===== src/rtl/id_ex_reg.sv =====
// -----------------------------------------------------------------------------
// id_ex_reg
//
// ID/EX pipeline register for the forwarding MIPS pipeline. Each rising edge
// either LOADs the decoded ID instruction (operands, fields, forwarding
// selects) into the EX slot, or inserts a BUBBLE: all EX fields are cleared
// and ex_valid drops. Two saturating counters record stall-induced bubbles
// and valid instructions killed by a flush.
//
// Ports
//   clk, rst              rising-edge clock, asynchronous active-high reset
//   stall                 load-use stall from the conflict detector
//   flush                 taken branch/jump resolved in EX; kills ID
//   id_valid              ID slot holds a real instruction
//   id_pc, id_imm         PC and extended immediate (DW bits)
//   id_op, id_funct       opcode / function fields (6 bits)
//   id_rs/rt/rd/shamt     register and shift fields (5 bits)
//   id_rf_a, id_rf_b      register-file read data (DW bits)
//   id_fwd_a, id_fwd_b    operand source selects (00 RF, 01 EX, 10 MEM)
//   ex_*                  registered copies of the id_* inputs, ex_valid
//   bubble_cnt            saturating count of stall bubbles (CW bits)
//   flush_cnt             saturating count of flushed valid instructions
// -----------------------------------------------------------------------------
module id_ex_reg #(
    parameter int DW = 32,
    parameter int CW = 16
) (
    input  logic          clk,
    input  logic          rst,
    input  logic          stall,
    input  logic          flush,
    input  logic          id_valid,
    input  logic [DW-1:0] id_pc,
    input  logic [5:0]    id_op,
    input  logic [5:0]    id_funct,
    input  logic [4:0]    id_rs,
    input  logic [4:0]    id_rt,
    input  logic [4:0]    id_rd,
    input  logic [4:0]    id_shamt,
    input  logic [DW-1:0] id_imm,
    input  logic [DW-1:0] id_rf_a,
    input  logic [DW-1:0] id_rf_b,
    input  logic [1:0]    id_fwd_a,
    input  logic [1:0]    id_fwd_b,
    output logic          ex_valid,
    output logic [DW-1:0] ex_pc,
    output logic [5:0]    ex_op,
    output logic [5:0]    ex_funct,
    output logic [4:0]    ex_rs,
    output logic [4:0]    ex_rt,
    output logic [4:0]    ex_rd,
    output logic [4:0]    ex_shamt,
    output logic [DW-1:0] ex_imm,
    output logic [DW-1:0] ex_rf_a,
    output logic [DW-1:0] ex_rf_b,
    output logic [1:0]    ex_fwd_a,
    output logic [1:0]    ex_fwd_b,
    output logic [CW-1:0] bubble_cnt,
    output logic [CW-1:0] flush_cnt
);

    localparam logic [CW-1:0] CNT_MAX = {CW{1'b1}};

    logic          valid_q,  valid_d;
    logic [DW-1:0] pc_q,     pc_d;
    logic [5:0]    op_q,     op_d;
    logic [5:0]    funct_q,  funct_d;
    logic [4:0]    rs_q,     rs_d;
    logic [4:0]    rt_q,     rt_d;
    logic [4:0]    rd_q,     rd_d;
    logic [4:0]    shamt_q,  shamt_d;
    logic [DW-1:0] imm_q,    imm_d;
    logic [DW-1:0] rf_a_q,   rf_a_d;
    logic [DW-1:0] rf_b_q,   rf_b_d;
    logic [1:0]    fwd_a_q,  fwd_a_d;
    logic [1:0]    fwd_b_q,  fwd_b_d;
    logic [CW-1:0] bub_q,    bub_d;
    logic [CW-1:0] fl_q,     fl_d;

    logic load;
    logic bub_inc;
    logic fl_inc;

    // flush outranks stall, which outranks an empty ID slot
    assign load    = !flush && !stall && id_valid;
    // a flush during a stall is counted only as a flush
    assign bub_inc = stall && !flush;
    assign fl_inc  = flush && id_valid;

    always_comb begin
        // bubble by default: every field zero so a bubble never matches a
        // source register in the hazard detector and never looks like a load
        valid_d = 1'b0;
        pc_d    = '0;
        op_d    = '0;
        funct_d = '0;
        rs_d    = '0;
        rt_d    = '0;
        rd_d    = '0;
        shamt_d = '0;
        imm_d   = '0;
        rf_a_d  = '0;
        rf_b_d  = '0;
        fwd_a_d = '0;
        fwd_b_d = '0;
        if (load) begin
            valid_d = 1'b1;
            pc_d    = id_pc;
            op_d    = id_op;
            funct_d = id_funct;
            rs_d    = id_rs;
            rt_d    = id_rt;
            rd_d    = id_rd;
            shamt_d = id_shamt;
            imm_d   = id_imm;
            rf_a_d  = id_rf_a;
            rf_b_d  = id_rf_b;
            // reserved select 11 falls back to the register file
            fwd_a_d = (id_fwd_a == 2'b11) ? 2'b00 : id_fwd_a;
            fwd_b_d = (id_fwd_b == 2'b11) ? 2'b00 : id_fwd_b;
        end

        bub_d = bub_q;
        if (bub_inc && (bub_q != CNT_MAX)) begin
            bub_d = bub_q + 1'b1;
        end
        fl_d = fl_q;
        if (fl_inc && (fl_q != CNT_MAX)) begin
            fl_d = fl_q + 1'b1;
        end
    end

    always_ff @(posedge clk or posedge rst) begin
        if (rst) begin
            valid_q <= 1'b0;
            pc_q    <= '0;
            op_q    <= '0;
            funct_q <= '0;
            rs_q    <= '0;
            rt_q    <= '0;
            rd_q    <= '0;
            shamt_q <= '0;
            imm_q   <= '0;
            rf_a_q  <= '0;
            rf_b_q  <= '0;
            fwd_a_q <= '0;
            fwd_b_q <= '0;
            bub_q   <= '0;
            fl_q    <= '0;
        end else begin
            valid_q <= valid_d;
            pc_q    <= pc_d;
            op_q    <= op_d;
            funct_q <= funct_d;
            rs_q    <= rs_d;
            rt_q    <= rt_d;
            rd_q    <= rd_d;
            shamt_q <= shamt_d;
            imm_q   <= imm_d;
            rf_a_q  <= rf_a_d;
            rf_b_q  <= rf_b_d;
            fwd_a_q <= fwd_a_d;
            fwd_b_q <= fwd_b_d;
            bub_q   <= bub_d;
            fl_q    <= fl_d;
        end
    end

    assign ex_valid   = valid_q;
    assign ex_pc      = pc_q;
    assign ex_op      = op_q;
    assign ex_funct   = funct_q;
    assign ex_rs      = rs_q;
    assign ex_rt      = rt_q;
    assign ex_rd      = rd_q;
    assign ex_shamt   = shamt_q;
    assign ex_imm     = imm_q;
    assign ex_rf_a    = rf_a_q;
    assign ex_rf_b    = rf_b_q;
    assign ex_fwd_a   = fwd_a_q;
    assign ex_fwd_b   = fwd_b_q;
    assign bubble_cnt = bub_q;
    assign flush_cnt  = fl_q;

endmodule


===== config.mk =====
export PLATFORM = sky130hd
export DESIGN_NAME = id_ex_reg
export DESIGN_NICKNAME = d
export VERILOG_FILES = /design/src/rtl/id_ex_reg.sv
export SDC_FILE = /design/constraint.sdc
export NUM_CORES = 1
export LEC_CHECK = 0
export CORE_AREA = 2 2 144 146
export CTS_CLUSTER_DIAMETER = 80
export DETAILED_ROUTE_END_ITERATION = 8
export DIE_AREA = 0 0 146 148
export PLACE_DENSITY = 0.72
export SYNTH_ARGS = -nofsm -noshare
export SYNTH_HDL_FRONTEND = slang
export SYNTH_SLANG_ARGS = --single-unit
export TNS_END_PERCENT = 5

===== constraint.sdc =====
create_clock -name clk -period 9 [get_ports clk]
set_clock_uncertainty 0.1 [all_clocks]
set_input_delay 1.8 -clock clk [delete_from_list [all_inputs] [get_ports clk]]
set_output_delay 1.8 -clock clk [all_outputs]
set_load 0.02 [all_outputs]

==> load_flow_metrics.sql, run 1 <==
INSERT INTO impl_metrics (metric_group, metric, value, unit) VALUES
('drt', 'num_vias', '4893', ''),
('global_route', 'antenna_found_initial', '0', ''),
('power_and_ir_drop', 'powerDensity', '178', 'mW/mm^2'),
('drt', 'routed_wire_length_per_instance', '16.0', 'um'),
('floorplan', 'dieArea', '0.0216', 'sq mm'),
('clocking', 'ctsLongestPathBuffers', '2', ''),
('placement', 'dpl-instance-area', '0.0108', 'sq mm'),
('floorplan', 'die_outline_height', '148', 'um'),
('placement', 'dp.final_hpwl', '13.8', 'mm'),
('flow_run', 'cap_viol_max_count', '0', ''),
('clocking', 'post_cts_resized', '0', ''),
('finish', 'design_area', '0.0114', 'sq mm'),
('timing', 'report.final.slew_viol_count', '0', ''),
('drt', 'post_drt_via_cell_ratio', '4.27', ''),
('placement', 'placed_cells', '1114', ''),
('synthesis', 'synth_top_area_cell', 'dfrtp_1', ''),
('drt', 'route.layer.met1.wl', '6.93', 'mm'),
('critical_path', 'cp.arrival', '4050', 'ps'),
('finish', 'num-nets-final', '1034', ''),
('finish', 'area.growth.synth_to_final', '66.0', '%'),
('global_route', 'grt_pass1_wl', '28.3', 'mm'),
('power_and_ir_drop', 'total_leakage_power', '5.15', 'nW'),
('critical_path', 'r2r_cells', '4', ''),
('synthesis', 'synth_compound_area_frac', '0.00821', ''),
('finish', 'fill_cells', '1688', ''),
('finish', 'multiInputGateArea', '0.00184', 'sq mm'),
('floorplan', 'core.rowCount', '52', ''),
('global_route', 'grt_remaining_overflow', '0', ''),
('synthesis', 'synth_top_cells_by_area', 'dfrtp_1 72%, and2_1 15%, xnor2_1 1.9%, xor2_1 1.2%, clkbuf_1 1.0%', ''),
('timing', 'setup_total_negative_slack', '0', 'ps'),
('synthesis', 'yosysSeqAreaShare', '0.719', ''),
('timing', 'setup_viol_count_final', '0', ''),
('synthesis', 'yosys.area_share.adder', '0.00365', ''),
('clocking', 'cts_stage_hold_buffer_count', '0', ''),
('critical_path', 'criticalPathCategory', 'primary input to flip-flop', ''),
('critical_path', 'cp_max_fanout', '97', ''),
('timing', 'timing_hold_violations_final', '0', ''),
('synthesis', 'synth_xor_xnor_area_share', '0.0307', ''),
('finish', 'drive_gt1_frac', '0.0525', ''),
('finish', 'final-seq-area', '0.00493', 'sq mm'),
('synthesis', 'ffs_latches_synth', '197', ''),
('timing', 'worstMarginPinSlew', '928', 'ps'),
('clocking', 'clock_latency', '420', 'ps'),
('synthesis', 'synth-simple-area-share', '0.217', ''),
('synthesis', 'postSynthAreaPerCell', '13.8', 'sq um'),
('drt', 'drcViolationCount', '0', ''),
('critical_path', 'cp.required', '9250', 'ps'),
('global_route', 'first_global_vias', '5078', ''),
('clocking', 'clk_pin_slew', '70', 'ps'),
('placement', 'gp_routability_congestion', '0.818', ''),
('synthesis', 'synth_cell_type_count', '35', ''),
('timing', 'rsz_0062_raised_after_global_routing', 'no', ''),
('placement', 'port-buffer-count', '365', ''),
('global_route', 'grt_max_degree', '122', ''),
('clocking', 'clock_tree_from_tritoncts', 'done', ''),
('floorplan', 'floorplan.core_area', '0.0200', 'sq mm'),
('clocking', 'htree_num_levels', '4', ''),
('run_status', 'status', 'completed', ''),
('drt', 'first_iter_violations', '162', ''),
('timing', 'maxClockFrequency', '263', 'MHz'),
('timing', 'max_slew_margin', '0.381', ''),
('floorplan', 'initial_util', '0.342', ''),
('synthesis', 'synth_area', '0.00685', 'sq mm'),
('synthesis', 'synth_warnings', '0', ''),
('synthesis', 'synth_fp_nets', '667', ''),
('synthesis', 'synth.area.mux_share', '0.00858', ''),
('clocking', 'ctsRootBufferMaster', 'clkbuf_16', ''),
('clocking', 'clock_sinks', '197', ''),
('timing', 'finalCritPeriodShare', '0.422', ''),
('critical_path', 'launching_element_type_of_the_critical_path', 'primary input', ''),
('finish', 'insertedDiodeCount', '0', '');
[worst paths after layout]
check / startpoint / end
setup / recovery: flush / ex_shamt[1]
hold / removal: flush_cnt[11] / flush_cnt[11]
setup reg to reg: bubble_cnt[6] / bubble_cnt[1]
hold reg to reg: flush_cnt[11] / flush_cnt[11]
max in group asynchronous: rst / ex_rf_b[2]
min in group asynchronous: rst / ex_shamt[2]
[state kept, by name (all words and copies together) (netlist names)]
signal / count
ex_rf_a: 32
ex_imm: 32
ex_shamt: 5
ex_valid: 1
ex_rf_b: 32
ex_rs: 5
flush_cnt: 16
ex_rt: 5
ex_funct: 6
bubble_cnt: 16
ex_pc: 32
ex_op: 6
ex_fwd_a: 2
ex_rd: 5
ex_fwd_b: 2
[cell usage after synthesis]
cell type and instances:
buf_2 1, nor4b_1 1, clkbuf_1 19, or4_4 1, nor4_4 1, nand4b_1 2, and4_1 3, nand3b_1 1
o2111ai_1 2, nor2b_1 1, xnor2_1 15, nor3_4 1, xor2_1 9, and4b_1 1, a21oi_1 4, nor3b_1 2
mux2i_1 1, a31oi_1 3, mux2_4 1, and3_1 7, nand4_1 11, nor2b_2 1, dfrtp_1 197, and2_1 161
ha_1 2, nand2_1 13, nor2_1 7, nor3_1 4, mux2_2 3, inv_1 3, and3b_1 4, nand3_1 10
nor4_1 1, or3_1 1, nand4_2 2
[where the power goes]
part | leakage, nW | internal [mW] | switching (mW) | total [mW]
Clock | 0.282 | 0.369 | 0.363 | 0.732
Combinational | 2.18 | 0.176 | 0.141 | 0.317
Sequential | 2.68 | 0.930 | 0.0454 | 0.975
Total | 5.15 | 1.47 | 0.549 | 2.02
[worst max-delay path, cell delays in order]
cell and delay, ps:
clkdlybuf4s50_1 500, nor3b_2 320, buf_4 480, buf_4 660
and2_1 240
[cell type report]
cell class / count / area share
well taps: 270 / 0.0297
inverters: 3 / 0.00165
clock buffers: 18 / 0.0377
repair buffers: 368 / 0.323
flip-flops and latches: 197 / 0.433
multi-input cells: 276 / 0.162
clock inverters: 14 / 0.0125
[routing by layer]
layer  up-vias  global-route usage
li1       2330                   -
met1      2342               0.195
met2       201               0.297
met3        20              0.0651
met4         0              0.0617
met5         -                   0
[stage by stage]
step	hold WS (ps)	util	setup slack, ps	power [mW]
after global placement	398	0.539	4680	1.31
after detailed placement	399	0.539	4700	1.31
after global routing	434	0.568	4910	2.12
after CTS	411	0.568	5150	2.05
after floorplan	500	-	1730	1.12
final	406	0.568	5200	2.02
[logic make-up (layout without fill, tap and decap cells)]
logic type,after synthesis,after routing
flip-flops,197,197
buffers and inverters,23,403
AND/OR/NAND/NOR,236,236
adder cells (fa/ha/maj),2,2
AO/OA/AOI/OAI,9,9
XOR/XNOR,24,24
multiplexers,5,5
Note: power is estimated with default switching activity, not from simulation.
==> run 2, diff against run 1 <==
Settings changed: CORE_AREA 2 2 144 146 to not set, CORE_UTILIZATION set to 35, DIE_AREA 0 0 146 148 to not set, PLACE_DENSITY 0.72 to 0.76.
Clock period 9 ns to 3.2 ns, I/O delays scaled along.
==> run 2 against run 1 <==
Hold slack gained 8.3 ps; sequential share of layout area fell by 0.24 points; global-route usage grew 1.5 points; critical path type is now flip-flop to output port; register-to-register slack got worse by 5800 ps; non-clock buffer count increased by 1; highest routed layer unchanged; largest cell class unchanged; core utilization grew 3.6 points; clock power grew to 2.9 times the previous value; critical endpoint is now flush_cnt[4].
==> load_flow_metrics.sql, run 2 (synthesis gave the netlist of run 1 again) <==
INSERT INTO impl_metrics (metric_group, metric, value, unit) VALUES
('run_status', 'status', 'completed', ''),
('clocking', 'ctsLongestPathBuffers', '2', ''),
('critical_path', 'timing.rr.start', 'bubble_cnt[14]', ''),
('global_route', 'grt_remaining_overflow', '0', ''),
('global_route', 'antenna_found_initial', '0', ''),
('finish', 'insertedDiodeCount', '0', ''),
('critical_path', 'setup.worst_path.start', 'flush_cnt[4]', ''),
('timing', 'finalCritPeriodShare', '0.718', ''),
('critical_path', 'cp_max_fanout', '7', ''),
('floorplan', 'io_pins', '366', ''),
('finish', 'final_common_cell', 'clkdlybuf4s50_1', ''),
('drt', 'first_iter_violations', '182', ''),
('finish', 'num-nets-final', '1035', ''),
('power_and_ir_drop', 'powerDensity', '504', 'mW/mm^2'),
('drt', 'wl', '18.1', 'mm'),
('clocking', 'tritoncts.num_buffers', '17', ''),
('placement', 'port-buffer-count', '365', ''),
('global_route', 'grt_max_degree', '105', ''),
('floorplan', 'floorplan.core_area', '0.0190', 'sq mm'),
('finish', 'area.growth.synth_to_final', '66.9', '%'),
('finish', 'design_area', '0.0114', 'sq mm'),
('critical_path', 'cp.arrival', '1560', 'ps'),
('finish', 'fill_cells', '1523', ''),
('hold_path', 'whs_path_depth', '1', ''),
('global_route', 'grt.total_usage', '0.186', ''),
('placement', 'dp.final_hpwl', '13.6', 'mm'),
('power_and_ir_drop', 'total_leakage_power', '5.16', 'nW'),
('floorplan', 'die_x', '142', 'um'),
('hold_path', 'timing.hold.worst_endpoint', 'flush_cnt[13]', ''),
('timing', 'timing_hold_violations_final', '0', ''),
('hold_path', 'hold_class', 'flip-flop to flip-flop', ''),
('critical_path', 'worst_setup_path_end_kind', 'output port', ''),
('clocking', 'htree_num_levels', '4', ''),
('drt', 'route.antenna.remaining_nets', '0', ''),
('timing', 'max_slew_margin', '0.628', ''),
('placement', 'place_worst_setup_slack', '764', 'ps'),
('floorplan', 'initial_util', '0.362', ''),
('clocking', 'clk_pin_slew', '70', 'ps'),
('floorplan', 'dieArea', '0.0201', 'sq mm'),
('finish', 'drive_gt1_frac', '0.0547', ''),
('timing', 'rsz_0062_raised_after_global_routing', 'no', ''),
('critical_path', 'timing.critical_path.cells', 'clkdlybuf4s50_1', ''),
('power_and_ir_drop', 'power.total', '5.76', 'mW'),
('timing', 'final.setup.worst_slack', '904', 'ps'),
('timing', 'worstMarginPinSlew', '558', 'ps'),
('global_route', 'first_global_vias', '5099', ''),
('clocking', 'clock_tree_from_tritoncts', 'done', ''),
('hold_path', 'hold_start', 'flush_cnt[13]', ''),
('power_and_ir_drop', 'vdd.ir_drop.worst', '0.000345', 'V'),
('clocking', 'cts_setup_buffers', '0', ''),
('critical_path', 'criticalPathCategory', 'flip-flop to output port', ''),
('clocking', 'clock_sinks', '197', ''),
('global_route', 'grt_pass1_wl', '27.7', 'mm'),
('placement', 'dpl-instance-area', '0.0108', 'sq mm'),
('critical_path', 'crit_path_max_incr_delay', '660', 'ps'),
('critical_path', 'cp.required', '2460', 'ps'),
('critical_path', 'crit_family', 'buffers and inverters', ''),
('finish', 'post_layout_nonfiller_instances', '1137', ''),
('clocking', 'ctsRootBufferMaster', 'clkbuf_16', ''),
('flow_run', 'cap_viol_max_count', '0', ''),
('clocking', 'clock_latency', '420', 'ps'),
('critical_path', 'launching_element_type_of_the_critical_path', 'flip-flop', ''),
('placement', 'placed_cells', '1105', ''),
('critical_path', 'reg2reg_capture_point', 'bubble_cnt[1]', ''),
('drt', 'drcViolationCount', '0', ''),
('timing', 'timing.hold.ws', '414', 'ps'),
('drt', 'num_vias', '4909', ''),
('clocking', 'cts_stage_hold_buffer_count', '0', ''),
('timing', 'maxClockFrequency', '435', 'MHz'),
('placement', 'gp_routability_congestion', '0.852', ''),
('critical_path', 'r2r_cells', '4', ''),
('timing', 'period_needed', '2300', 'ps'),
('critical_path', 'timing.critical_path.buf_inv', '1', ''),
('floorplan', 'die_outline_height', '142', 'um'),
('critical_path', 'crit_slowest_cell', 'clkdlybuf4s50_1', ''),
('drt', 'drt_pass1_iterations', '4', ''),
('drt', 'post_drt_via_cell_ratio', '4.32', ''),
('finish', 'layout.cells.most_common_list', '365 x clkdlybuf4s50_1, 197 x dfrtp_1, 161 x and2_1', ''),
('drt', 'routed_wire_length_per_instance', '15.9', 'um'),
('critical_path', 'regToRegSetupSlack', '1320', 'ps'),
('timing', 'report.final.slew_viol_count', '0', ''),
('clocking', 'post_cts_resized', '0', ''),
('timing', 'setup_viol_count_final', '0', ''),
('floorplan', 'core.rowCount', '50', '');
## run 2: cell types whose count changed in the layout (fill, tap and decap cells not counted), sizes merged
| cell | previous run | this run |
|---|---|---|
| clkinv | 7 | 5 |
| clkinvlp | 0 | 3 |
| inv | 10 | 7 |
| bufinv | 0 | 1 |
| clkbuf | 18 | 19 |
| buf | 3 | 4 |
## run 2: how the worst max path moves through the flow
stage                                to  slack (ps)  cells after the start
after floorplan           bubble_cnt[0]         -90                      1
final                      flush_cnt[4]         900                      1
after CTS                  flush_cnt[4]         890                      1
after global routing       flush_cnt[4]         820                      1
after global placement    bubble_cnt[1]         790                      4
after detailed placement  bubble_cnt[1]         760                      4
## run 2: metrics by stage
step	setup TNS (ps)	utilization
2_1_floorplan	-17020	-
3_3_place_gp	0	0.572
3_5_place_dp	0	0.572
4_1_cts	0	0.603
5_1_grt	0	0.603
6_report	0	0.603
## run 2: report_power, final
part	internal, mW	switching (mW)
Combinational	0.501	0.398
Sequential	2.62	0.130
Clock	1.14	0.975
Total	4.26	1.50
## run 2: final cells by class
cell class / count / area, sq um / share of cell area
Sequential cell: 197 / 4930 / 0.431
Clock buffer: 19 / 453 / 0.0396
Inverter: 3 / 15.0 / 0.00131
Tap cell: 260 / 325 / 0.0284
Timing Repair Buffer: 369 / 3730 / 0.326
Multi-Input combinational cell: 276 / 1840 / 0.161
Clock inverter: 13 / 141 / 0.0124
## run 2: routing by layer
layer | vias to the layer above | wire [um] | global-route usage
met4 | 0 | 493 | 0.0781
met5 | - | 0 | 0
li1 | 2324 | - | -
met3 | 29 | 1690 | 0.0811
met1 | 2339 | 6520 | 0.199
met2 | 217 | 9410 | 0.321
